File: src/rtl/core_pkg.sv
// rtl/core_pkg.sv - shared constants and types for the write-back stage
// Purpose: ResultSrc encodings, load funct3 codes and the write-back FSM state type.
// Ports: none (package).
package core_pkg;

    localparam logic [1:0] RESULT_SRC_ALU = 2'b00;
    localparam logic [1:0] RESULT_SRC_MEM = 2'b01;
    localparam logic [1:0] RESULT_SRC_PC4 = 2'b10;
    localparam logic [1:0] RESULT_SRC_IMM = 2'b11;

    localparam logic [2:0] LOAD_F3_LB  = 3'b000;
    localparam logic [2:0] LOAD_F3_LH  = 3'b001;
    localparam logic [2:0] LOAD_F3_LW  = 3'b010;
    localparam logic [2:0] LOAD_F3_LD  = 3'b011;
    localparam logic [2:0] LOAD_F3_LBU = 3'b100;
    localparam logic [2:0] LOAD_F3_LHU = 3'b101;
    localparam logic [2:0] LOAD_F3_LWU = 3'b110;

    typedef enum logic {
        IDLE     = 1'b0,
        WAIT_MEM = 1'b1
    } wb_state_t;

endpackage

File: src/rtl/load_align.sv
// rtl/load_align.sv - combinational load lane extraction and sign/zero extension
// Purpose: picks the addressed byte/halfword/word/doubleword out of a naturally
//          aligned memory beat and extends it to XLEN; flags misaligned or illegal loads.
// Ports:
//   rd     in  XLEN      memory read data (aligned word/doubleword)
//   lane   in  log2(XLEN/8)  byte offset within the beat
//   funct3 in  3         load width/sign code
//   data   out XLEN      extended load value (0 on fault)
//   fault  out 1         misaligned or illegal load
module load_align
    import core_pkg::*;
#(
    parameter int XLEN = 32
) (
    input  logic [XLEN-1:0]              rd,
    input  logic [$clog2(XLEN/8)-1:0]    lane,
    input  logic [2:0]                   funct3,
    output logic [XLEN-1:0]              data,
    output logic                         fault
);

    logic [XLEN-1:0] shifted;

    // Bring the addressed byte down to bit 0 so every width reads from the bottom.
    assign shifted = rd >> {lane, 3'b000};

    always_comb begin
        data  = '0;
        fault = 1'b0;
        case (funct3)
            LOAD_F3_LB:  data = XLEN'($signed(shifted[7:0]));
            LOAD_F3_LBU: data = XLEN'(shifted[7:0]);
            LOAD_F3_LH: begin
                if (lane[0]) fault = 1'b1;
                else         data  = XLEN'($signed(shifted[15:0]));
            end
            LOAD_F3_LHU: begin
                if (lane[0]) fault = 1'b1;
                else         data  = XLEN'(shifted[15:0]);
            end
            // On RV32 the cast is width-preserving; on RV64 it sign-extends.
            LOAD_F3_LW: begin
                if (lane[1:0] != 2'b00) fault = 1'b1;
                else                    data  = XLEN'($signed(shifted[31:0]));
            end
            LOAD_F3_LWU: begin
                if (XLEN != 64 || lane[1:0] != 2'b00) fault = 1'b1;
                else                                  data  = XLEN'(shifted[31:0]);
            end
            LOAD_F3_LD: begin
                if (XLEN != 64 || lane != '0) fault = 1'b1;
                else                          data  = rd;
            end
            default: fault = 1'b1;
        endcase
    end

endmodule

File: src/rtl/writeback_result_stage.sv
// rtl/writeback_result_stage.sv - registered RISC-V write-back result stage
// Purpose: selects the register-file write value (ALU, load, PC+4, immediate),
//          waits for the memory response on loads and presents a registered result.
// Ports:
//   clk, reset                       clock, async active-high reset
//   in_valid / in_ready              memory-stage handshake
//   ResultSrc, ALUResult, PCPlus4,
//   ImmExt, LoadFunct3, RegWrite, Rd instruction fields from the memory stage
//   RD, mem_rvalid                   memory read response
//   flush                            kills in-flight and incoming instruction
//   wb_valid, ResultW, RdW,
//   RegWriteW, load_fault            registered write-back outputs
module writeback_result_stage
    import core_pkg::*;
#(
    parameter int XLEN   = 32,
    parameter int REG_AW = 5
) (
    input  logic              clk,
    input  logic              reset,
    input  logic              in_valid,
    output logic              in_ready,
    input  logic [1:0]        ResultSrc,
    input  logic [XLEN-1:0]   ALUResult,
    input  logic [XLEN-1:0]   PCPlus4,
    input  logic [XLEN-1:0]   ImmExt,
    input  logic [2:0]        LoadFunct3,
    input  logic              RegWrite,
    input  logic [REG_AW-1:0] Rd,
    input  logic [XLEN-1:0]   RD,
    input  logic              mem_rvalid,
    input  logic              flush,
    output logic              wb_valid,
    output logic [XLEN-1:0]   ResultW,
    output logic [REG_AW-1:0] RdW,
    output logic              RegWriteW,
    output logic              load_fault
);

    localparam int LANE_W = $clog2(XLEN/8);

    wb_state_t         state_q, state_d;

    // Load context held while waiting on the memory response.
    logic [LANE_W-1:0] lane_q, lane_d;
    logic [2:0]        funct3_q, funct3_d;
    logic              reg_write_q, reg_write_d;
    logic [REG_AW-1:0] rd_q, rd_d;

    logic              wb_valid_q, wb_valid_d;
    logic [XLEN-1:0]   result_q, result_d;
    logic [REG_AW-1:0] rd_w_q, rd_w_d;
    logic              reg_write_w_q, reg_write_w_d;
    logic              load_fault_q, load_fault_d;

    logic [LANE_W-1:0] la_lane;
    logic [2:0]        la_funct3;
    logic [XLEN-1:0]   la_data;
    logic              la_fault;
    logic [REG_AW-1:0] ld_rd;
    logic              ld_reg_write;
    logic [XLEN-1:0]   nonload_value;

    assign in_ready   = (state_q == IDLE);
    assign wb_valid   = wb_valid_q;
    assign ResultW    = result_q;
    assign RdW        = rd_w_q;
    assign RegWriteW  = reg_write_w_q;
    assign load_fault = load_fault_q;

    // The aligner sees live fields for a same-cycle response and captured ones otherwise.
    always_comb begin
        la_lane      = ALUResult[LANE_W-1:0];
        la_funct3    = LoadFunct3;
        ld_rd        = Rd;
        ld_reg_write = RegWrite;
        if (state_q == WAIT_MEM) begin
            la_lane      = lane_q;
            la_funct3    = funct3_q;
            ld_rd        = rd_q;
            ld_reg_write = reg_write_q;
        end
    end

    load_align #(.XLEN(XLEN)) u_load_align (
        .rd     (RD),
        .lane   (la_lane),
        .funct3 (la_funct3),
        .data   (la_data),
        .fault  (la_fault)
    );

    always_comb begin
        nonload_value = ALUResult;
        case (ResultSrc)
            RESULT_SRC_PC4: nonload_value = PCPlus4;
            RESULT_SRC_IMM: nonload_value = ImmExt;
            default:        nonload_value = ALUResult;
        endcase
    end

    always_comb begin
        state_d       = state_q;
        lane_d        = lane_q;
        funct3_d      = funct3_q;
        reg_write_d   = reg_write_q;
        rd_d          = rd_q;
        wb_valid_d    = 1'b0;
        load_fault_d  = 1'b0;
        // Result fields hold between completions; consumers qualify with wb_valid.
        result_d      = result_q;
        rd_w_d        = rd_w_q;
        reg_write_w_d = reg_write_w_q;

        if (flush) begin
            state_d = IDLE;
        end else begin
            case (state_q)
                IDLE: begin
                    if (in_valid) begin
                        if (ResultSrc != RESULT_SRC_MEM) begin
                            wb_valid_d    = 1'b1;
                            result_d      = nonload_value;
                            rd_w_d        = Rd;
                            reg_write_w_d = RegWrite && (Rd != '0);
                        end else if (mem_rvalid) begin
                            wb_valid_d    = 1'b1;
                            result_d      = la_data;
                            rd_w_d        = ld_rd;
                            reg_write_w_d = ld_reg_write && (ld_rd != '0) && !la_fault;
                            load_fault_d  = la_fault;
                        end else begin
                            lane_d      = ALUResult[LANE_W-1:0];
                            funct3_d    = LoadFunct3;
                            reg_write_d = RegWrite;
                            rd_d        = Rd;
                            state_d     = WAIT_MEM;
                        end
                    end
                end
                WAIT_MEM: begin
                    if (mem_rvalid) begin
                        wb_valid_d    = 1'b1;
                        result_d      = la_data;
                        rd_w_d        = ld_rd;
                        reg_write_w_d = ld_reg_write && (ld_rd != '0) && !la_fault;
                        load_fault_d  = la_fault;
                        state_d       = IDLE;
                    end
                end
                default: state_d = IDLE;
            endcase
        end
    end

    always_ff @(posedge clk or posedge reset) begin
        if (reset) begin
            state_q       <= IDLE;
            lane_q        <= '0;
            funct3_q      <= '0;
            reg_write_q   <= 1'b0;
            rd_q          <= '0;
            wb_valid_q    <= 1'b0;
            result_q      <= '0;
            rd_w_q        <= '0;
            reg_write_w_q <= 1'b0;
            load_fault_q  <= 1'b0;
        end else begin
            state_q       <= state_d;
            lane_q        <= lane_d;
            funct3_q      <= funct3_d;
            reg_write_q   <= reg_write_d;
            rd_q          <= rd_d;
            wb_valid_q    <= wb_valid_d;
            result_q      <= result_d;
            rd_w_q        <= rd_w_d;
            reg_write_w_q <= reg_write_w_d;
            load_fault_q  <= load_fault_d;
        end
    end

endmodule

File: config.mk
export PLATFORM = sky130hd
export DESIGN_NAME = writeback_result_stage
export DESIGN_NICKNAME = d
export VERILOG_FILES = /design/src/rtl/core_pkg.sv /design/src/rtl/load_align.sv /design/src/rtl/writeback_result_stage.sv
export SDC_FILE = /design/constraint.sdc
export NUM_CORES = 1
export LEC_CHECK = 0
export ABC_CLOCK_PERIOD_IN_PS = 2700
export BUFFER_PORTS_ARGS = -buffer_cell sky130_fd_sc_hd__buf_4
export CORE_MARGIN = 2
export CORE_UTILIZATION = 50
export DETAILED_ROUTE_END_ITERATION = 8
export HOLD_SLACK_MARGIN = 0.02
export PLACE_DENSITY_LB_ADDON = 0.05
export SYNTH_ARGS = -nofsm -noshare
export SYNTH_HDL_FRONTEND = slang
export SYNTH_SLANG_ARGS = --single-unit
File: constraint.sdc
create_clock -name clk -period 2.7 [get_ports clk]
set_clock_uncertainty 0.2 [all_clocks]
set_input_delay 0.405 -clock clk [delete_from_list [all_inputs] [get_ports clk]]
set_output_delay 0.405 -clock clk [all_outputs]
set_load 0.03 [all_outputs]
* Word-level counts from Yosys, hierarchy flattened
Cells that the tools add are included.
Storage, ports and cells: RAM bits 0, output and inout bits 41, bits in read-only memories 0, latch bits 0, input bits 144, logic and storage cells 74, register bits 52, memories kept 0
Operators by class: magnitude comparators 0, divide/modulo/power cells 0, equality and inequality tests 8, bitwise operators 4, multipliers 0, reductions and logical operators 12, add/sub/neg operators 0, multiplexer cells 39, shift operators 1
Operators by type and width (number):
- $mux 32 | 5
- $pmux 32 s5 | 1
- $pmux 32 s2 | 2
- $shr 32x5->32 | 1
- $mux 5 | 4
- $mux 1 | 18
- $mux 16 | 1
- $pmux 5 s2 | 1
- $reduce_bool 5->1 | 2
- $pmux 1 s2 | 4
- $eq 3x3->1 const B | 2
- $reduce_and 5->1 | 1
- $eq 2x2->1 const B | 2
- $not 1->1 | 4
- $reduce_or 2->1 | 2
- $eq 3x1->1 const B | 1
- $eq 3x2->1 const B | 1
- $logic_and 1x1->1 | 3
- $logic_not 3->1 | 1
- $mux 3 | 1
- $pmux 1 s3 | 1
- $mux 2 | 1
- $ne 2x1->1 const B | 1
- $ne 2x2->1 const B | 1
- 3 further kinds | 3

* Logic depth before layout (Yosys ltp)
depth after elaboration 10, depth in mapped cells 8

* By module
A second synthesis with hierarchy kept.
Second synthesis, totals: cells, all modules 397, area total of the unflattened synthesis 3928.8 um^2
By module, submodules not included:
- writeback_result_stage | area an instance 2997.9 um^2, cells each 294, seq. area each 1301.2 um^2, instances 1
- load_align | area an instance 930.9 um^2, cells each 103, seq. area each 0.0 um^2, instances 1

* Worst setup path before layout
OpenSTA, ideal clock, no wires.
path type reg-to-reg, start register state_q, end register result_q[7], in the netlist ResultW[7], data arrival time 1.894 ns, clock period less this slack 2.178 ns, cell stages (with the launch flop) 8, buffers on the path 2, setup slack 0.522 ns, cell sequence dfrtp_1 -> buf_6 -> inv_1 -> a32oi_1 -> o2bb2a_2 -> buf_4 -> or3b_1 -> a41oi_2
On the way: elaborated cells on any way between the ends 20, those cells by class eq/ne (5); shift (1); mux (10); bitwise (1); reduce/logical (3)
RTL lines:
- from (decl) | RTL line writeback_result_stage.sv:42 | wb_state_t state_q, state_d;
- from (signal assigned) | RTL line writeback_result_stage.sv:169 | state_q <= state_d;
- $not 1->1 (no source line) *
- via in_ready | RTL line writeback_result_stage.sv:22 | output logic in_ready,
- $ne 2x2->1 (no source line)
- $reduce_and 2->1 (no source line)
- to (signal assigned) | RTL line writeback_result_stage.sv:175 | result_q <= result_d;
- to (decl) | RTL line writeback_result_stage.sv:51 | logic [XLEN-1:0] result_q, result_d;
Mark *: on every way through the listed nets, which the timed path passes. The rest lies on a longest branch. The select of a mux whose other input is x is not followed. A chain may end at the register's enable or synchronous reset.

* Final worst setup path
start register state_q, end register result_q[23], in the netlist ResultW[23]
On the way: longest elaborated chain between the ends 8, elaborated cells on any way between the ends 19, those cells by class eq/ne (5); shift (1); mux (9); bitwise (1); reduce/logical (3)
RTL lines:
- $mux 2 | RTL line writeback_result_stage.sv:77 | if (state_q == WAIT_MEM) begin
- $shr 32x5->32 or $reduce_bool 2->1 (tied branches) | RTL line load_align.sv:25, load_align.sv:43
- $mux 32, on equally long branches | RTL line load_align.sv:43, load_align.sv:34
- $pmux 32 s5 | RTL line load_align.sv:30 | case (funct3)
- $mux 32 | RTL line writeback_result_stage.sv:126, writeback_result_stage.sv:142
- $mux 32 | RTL line writeback_result_stage.sv:121 | if (ResultSrc != RESULT_SRC_MEM) begin
- $mux 32 | RTL line writeback_result_stage.sv:120 | if (in_valid) begin
- $pmux 32 s2 | RTL line writeback_result_stage.sv:118 | case (state_q)
Parallel ways exist; a longest one is shown, timed or not. The select of a mux whose other input is x is not followed.

==> flow_summary_export.csv <==
group,metric,value,unit
run_status,outcome,"complete, no violations",
routing,drt_iter0_drc,398,
critical_path,crit_path_frequent_cell,"buf_4",
timing,min_period_over_period,90.3,%
global_routing,grt_pass1_wl,24.6,mm
timing,setup_viol,0,
timing,worst_slew_pin_slew,0.843,ns
die,initial_core_util,52.2,%
routing,dr.pass1.iters,5,
job,drv_cap,0,
critical_path,max_stage_delay,0.64,ns
global_routing,overflow,0,
routing,wl,15.7,mm
synthesis,ys_ff_latch,52,
cells_and_area,diodes,0,
synthesis,synth.cell_area,0.00460,mm²
clock_network,cts_sinks,52,
timing,final.min_clock_period,2.44,ns
critical_path,worst_ep_arrival_time,2.50,ns
placement,numPortBuffers,184,
synthesis,synth_nets,656,
synthesis,synth_warnings,0,
power_and_ir_drop,clkPwrFrac,15.5,%
global_routing,antenna_found_initial,0,
synthesis,synth_cell_type_count,58,
routing,vias_per_cell,6.13,
worst_hold_path,hold_class,"in -> reg",
placement,dp.cells,779,
power_and_ir_drop,p_sw_share,39.3,%
clock_network,htreeDepth,2,
critical_path,cpLargestDelayFamily,"flip-flops",
synthesis,synth_edf_count,0,
global_routing,grt_use_total,31.0,%
routing,vias,4825,
synthesis,synthCells,512,
power_and_ir_drop,powerDensity,473,mW/mm²
critical_path,path_buf_inv,2,
routing,drcViolationCount,0,
synthesis,synthArstFlopShare,100,%
timing,finalHoldViolations,0,
cells_and_area,final_cells,787,
cells_and_area,nFillCells,733,
critical_path,end_kind,"register",
die,core-area,0.00881,mm²
power_and_ir_drop,p_leak,0.00277,µW
timing,slew-limit-headroom,43.4,%
cells_and_area,drive_above_1_share,42.6,%
power_and_ir_drop,power_frac_comb,46.6,%
die,die_w,99.9,µm
cells_and_area,final_cell_area,0.00613,mm²
timing,tns,0,ns
die,fp-row-count,34,
global_routing,grt_pass1_vias,4764,
power_and_ir_drop,internal_power,1760,µW
cells_and_area,final_cell_mix,"buf_4, nor2_1, dfrtp_1",
clock_network,clk_path_buf_depth,2,
synthesis,yosysSeqAreaShare,28.3,%
die,die_area,0.00998,mm²
critical_path,crit_chain,"buf_4, or4b_4, a211oi_4, buf_4, nand2_1, o211ai_2, a211o_1",
timing,rsz0062_at_grt,"no",
power_and_ir_drop,ir_drop,0.232,mV
critical_path,start_kind,"register",
synthesis,synth_area_per_cell,8.98,µm²
clock_network,cts_made_buffers,5,
placement,finalWeightedCongestion,0.932,
die,die_height,99.9,µm
clock_network,insertion_delay,0.31,ns
critical_path,cp_max_fo,21,
clock_network,cts_resized,0,
cells_and_area,area_growth,33.3,%
global_routing,grt_start_max_net_pins,45,
placement,dpl.hpwl,11.9,mm
routing,antenna_left,0,
timing,drv_slew,0,
power_and_ir_drop,seqPwrFrac,37.9,%
routing,wl_per_cell,19.9,µm
die,ios,185,
placement,placed_cell_area,0.00604,mm²
clock_network,cts_tree,"done",
critical_path,cp_slowest_cell,"dfrtp_2",
critical_path,crit_type,"reg -> reg",
power_and_ir_drop,p_switching,1140,µW
timing,timing.fmax,0.410,GHz
cells_and_area,finalNetCount,823,
clock_network,path_clk_slew,0.10,ns
cells_and_area,layout.cells.most_common,"buf_4",
clock_network,root_buffer,"clkbuf_8",
critical_path,crit_required,2.76,ns
synthesis,ys.flop_type,"dfrtp_1",
-- power groups by stage --
| stage | Combinational (µW) | Sequential (µW) | Clock [µW] |
|---|---|---|---|
| floorplan | 593 | 1310 | 0 |
| global placement | 1320 | 1100 | 0 |
| detailed placement | 1350 | 1110 | 0 |
| CTS | 1350 | 1090 | 455 |
| global route | 1440 | 1120 | 494 |
| finish | 1350 | 1100 | 448 |
-- layer usage --
layer | share of wire, % | GRT usage [%] | wire length (µm) | vias up
li1 | - | - | - | 2228
met1 | 38 | 40.0 | 6000 | 2292
met2 | 49 | 52.4 | 7740 | 270
met3 | 9.1 | 4.87 | 1430 | 35
met4 | 3.3 | 12.0 | 514 | 0
met5 | 0 | 0 | 0 | -
-- path summary, 6_finish.rpt --
path / start / end / slack (ns) / depth (start not counted)
min in group asynchronous: reset / lane_q[1] / 0.50 / 3
hold / removal: flush / state_q / 0.07 / 2
hold reg to reg: RdW[0] / RdW[0] / 0.32 / 1
setup reg to reg: state_q / ResultW[23] / 0.26 / 7
max in group asynchronous: reset / state_q / 1.23 / 4
setup / recovery: state_q / ResultW[23] / 0.26 / 7
-- timing repair --
| action | CTS | global route |
|---|---|---|
| endpoints found under the hold margin | 22 | 0 |
| buffers inserted | 0 | 0 |
| hold buffers | 1 | 0 |
-- cell families (layout without fill, tap and decap cells) --
group                  count (synthesis)  after routing  synth area share (%)
and+or+nand+nor                      177            177                  20.1
AOI/OAI and AO/OA                    167            167                  28.2
muxes                                 66             66                  17.4
DFF                                   52             52                  28.3
buffers and inverters                 50            217                  6.01
-- cell usage after synthesis, types with 12 or more instances --
| cell type | number | share of area (%) |
|---|---|---|
| clkbuf_1 | 22 | 1.8 |
| nor2_1 | 66 | 5.4 |
| mux2i_1 | 17 | 3.7 |
| a21oi_1 | 41 | 4.5 |
| o22a_1 | 34 | 6.5 |
| mux2_2 | 42 | 10 |
| and2_1 | 25 | 3.4 |
| o22ai_1 | 12 | 1.6 |
| nand2b_1 | 28 | 3.8 |
| nand2_1 | 27 | 2.2 |
| dfrtp_1 | 52 | 28 |
| a211o_1 | 24 | 4.6 |
-- area by class of cell --
type,instances,area (µm²),area share (%)
Multi-Input combinational cell,410,3020,49.3
Timing Repair Buffer,205,1570,25.6
Sequential cell,52,1300,21.3
Tap cell,108,135,2.20
Clock buffer,5,68.8,1.12
Inverter,5,18.8,0.306
Clock inverter,2,12.5,0.204
-- registers in the layout, indices dropped and copies added, names as in the netlist --
signal,cells
ResultW,32
RegWriteW,1
load_fault,1
RdW,5
lane_q,2
wb_valid,1
state_q,1
funct3_q,3
reg_write_q,1
rd_q,5
-- metrics by stage --
stage | utilization, % | worst slack, ns | hold WS, ns | total power (µW)
6_report | 69.6 | 0.262 | 0.0672 | 2900
5_1_grt | 69.6 | 0.170 | 0.0541 | 3060
4_1_cts | 69.6 | 0.298 | 0.0586 | 2900
3_5_place_dp | 68.6 | 0.318 | 0.292 | 2450
3_3_place_gp | 68.6 | 0.357 | 0.283 | 2420
2_1_floorplan | - | 0.522 | 0.276 | 1900
(Power assumes the default switching activity.)
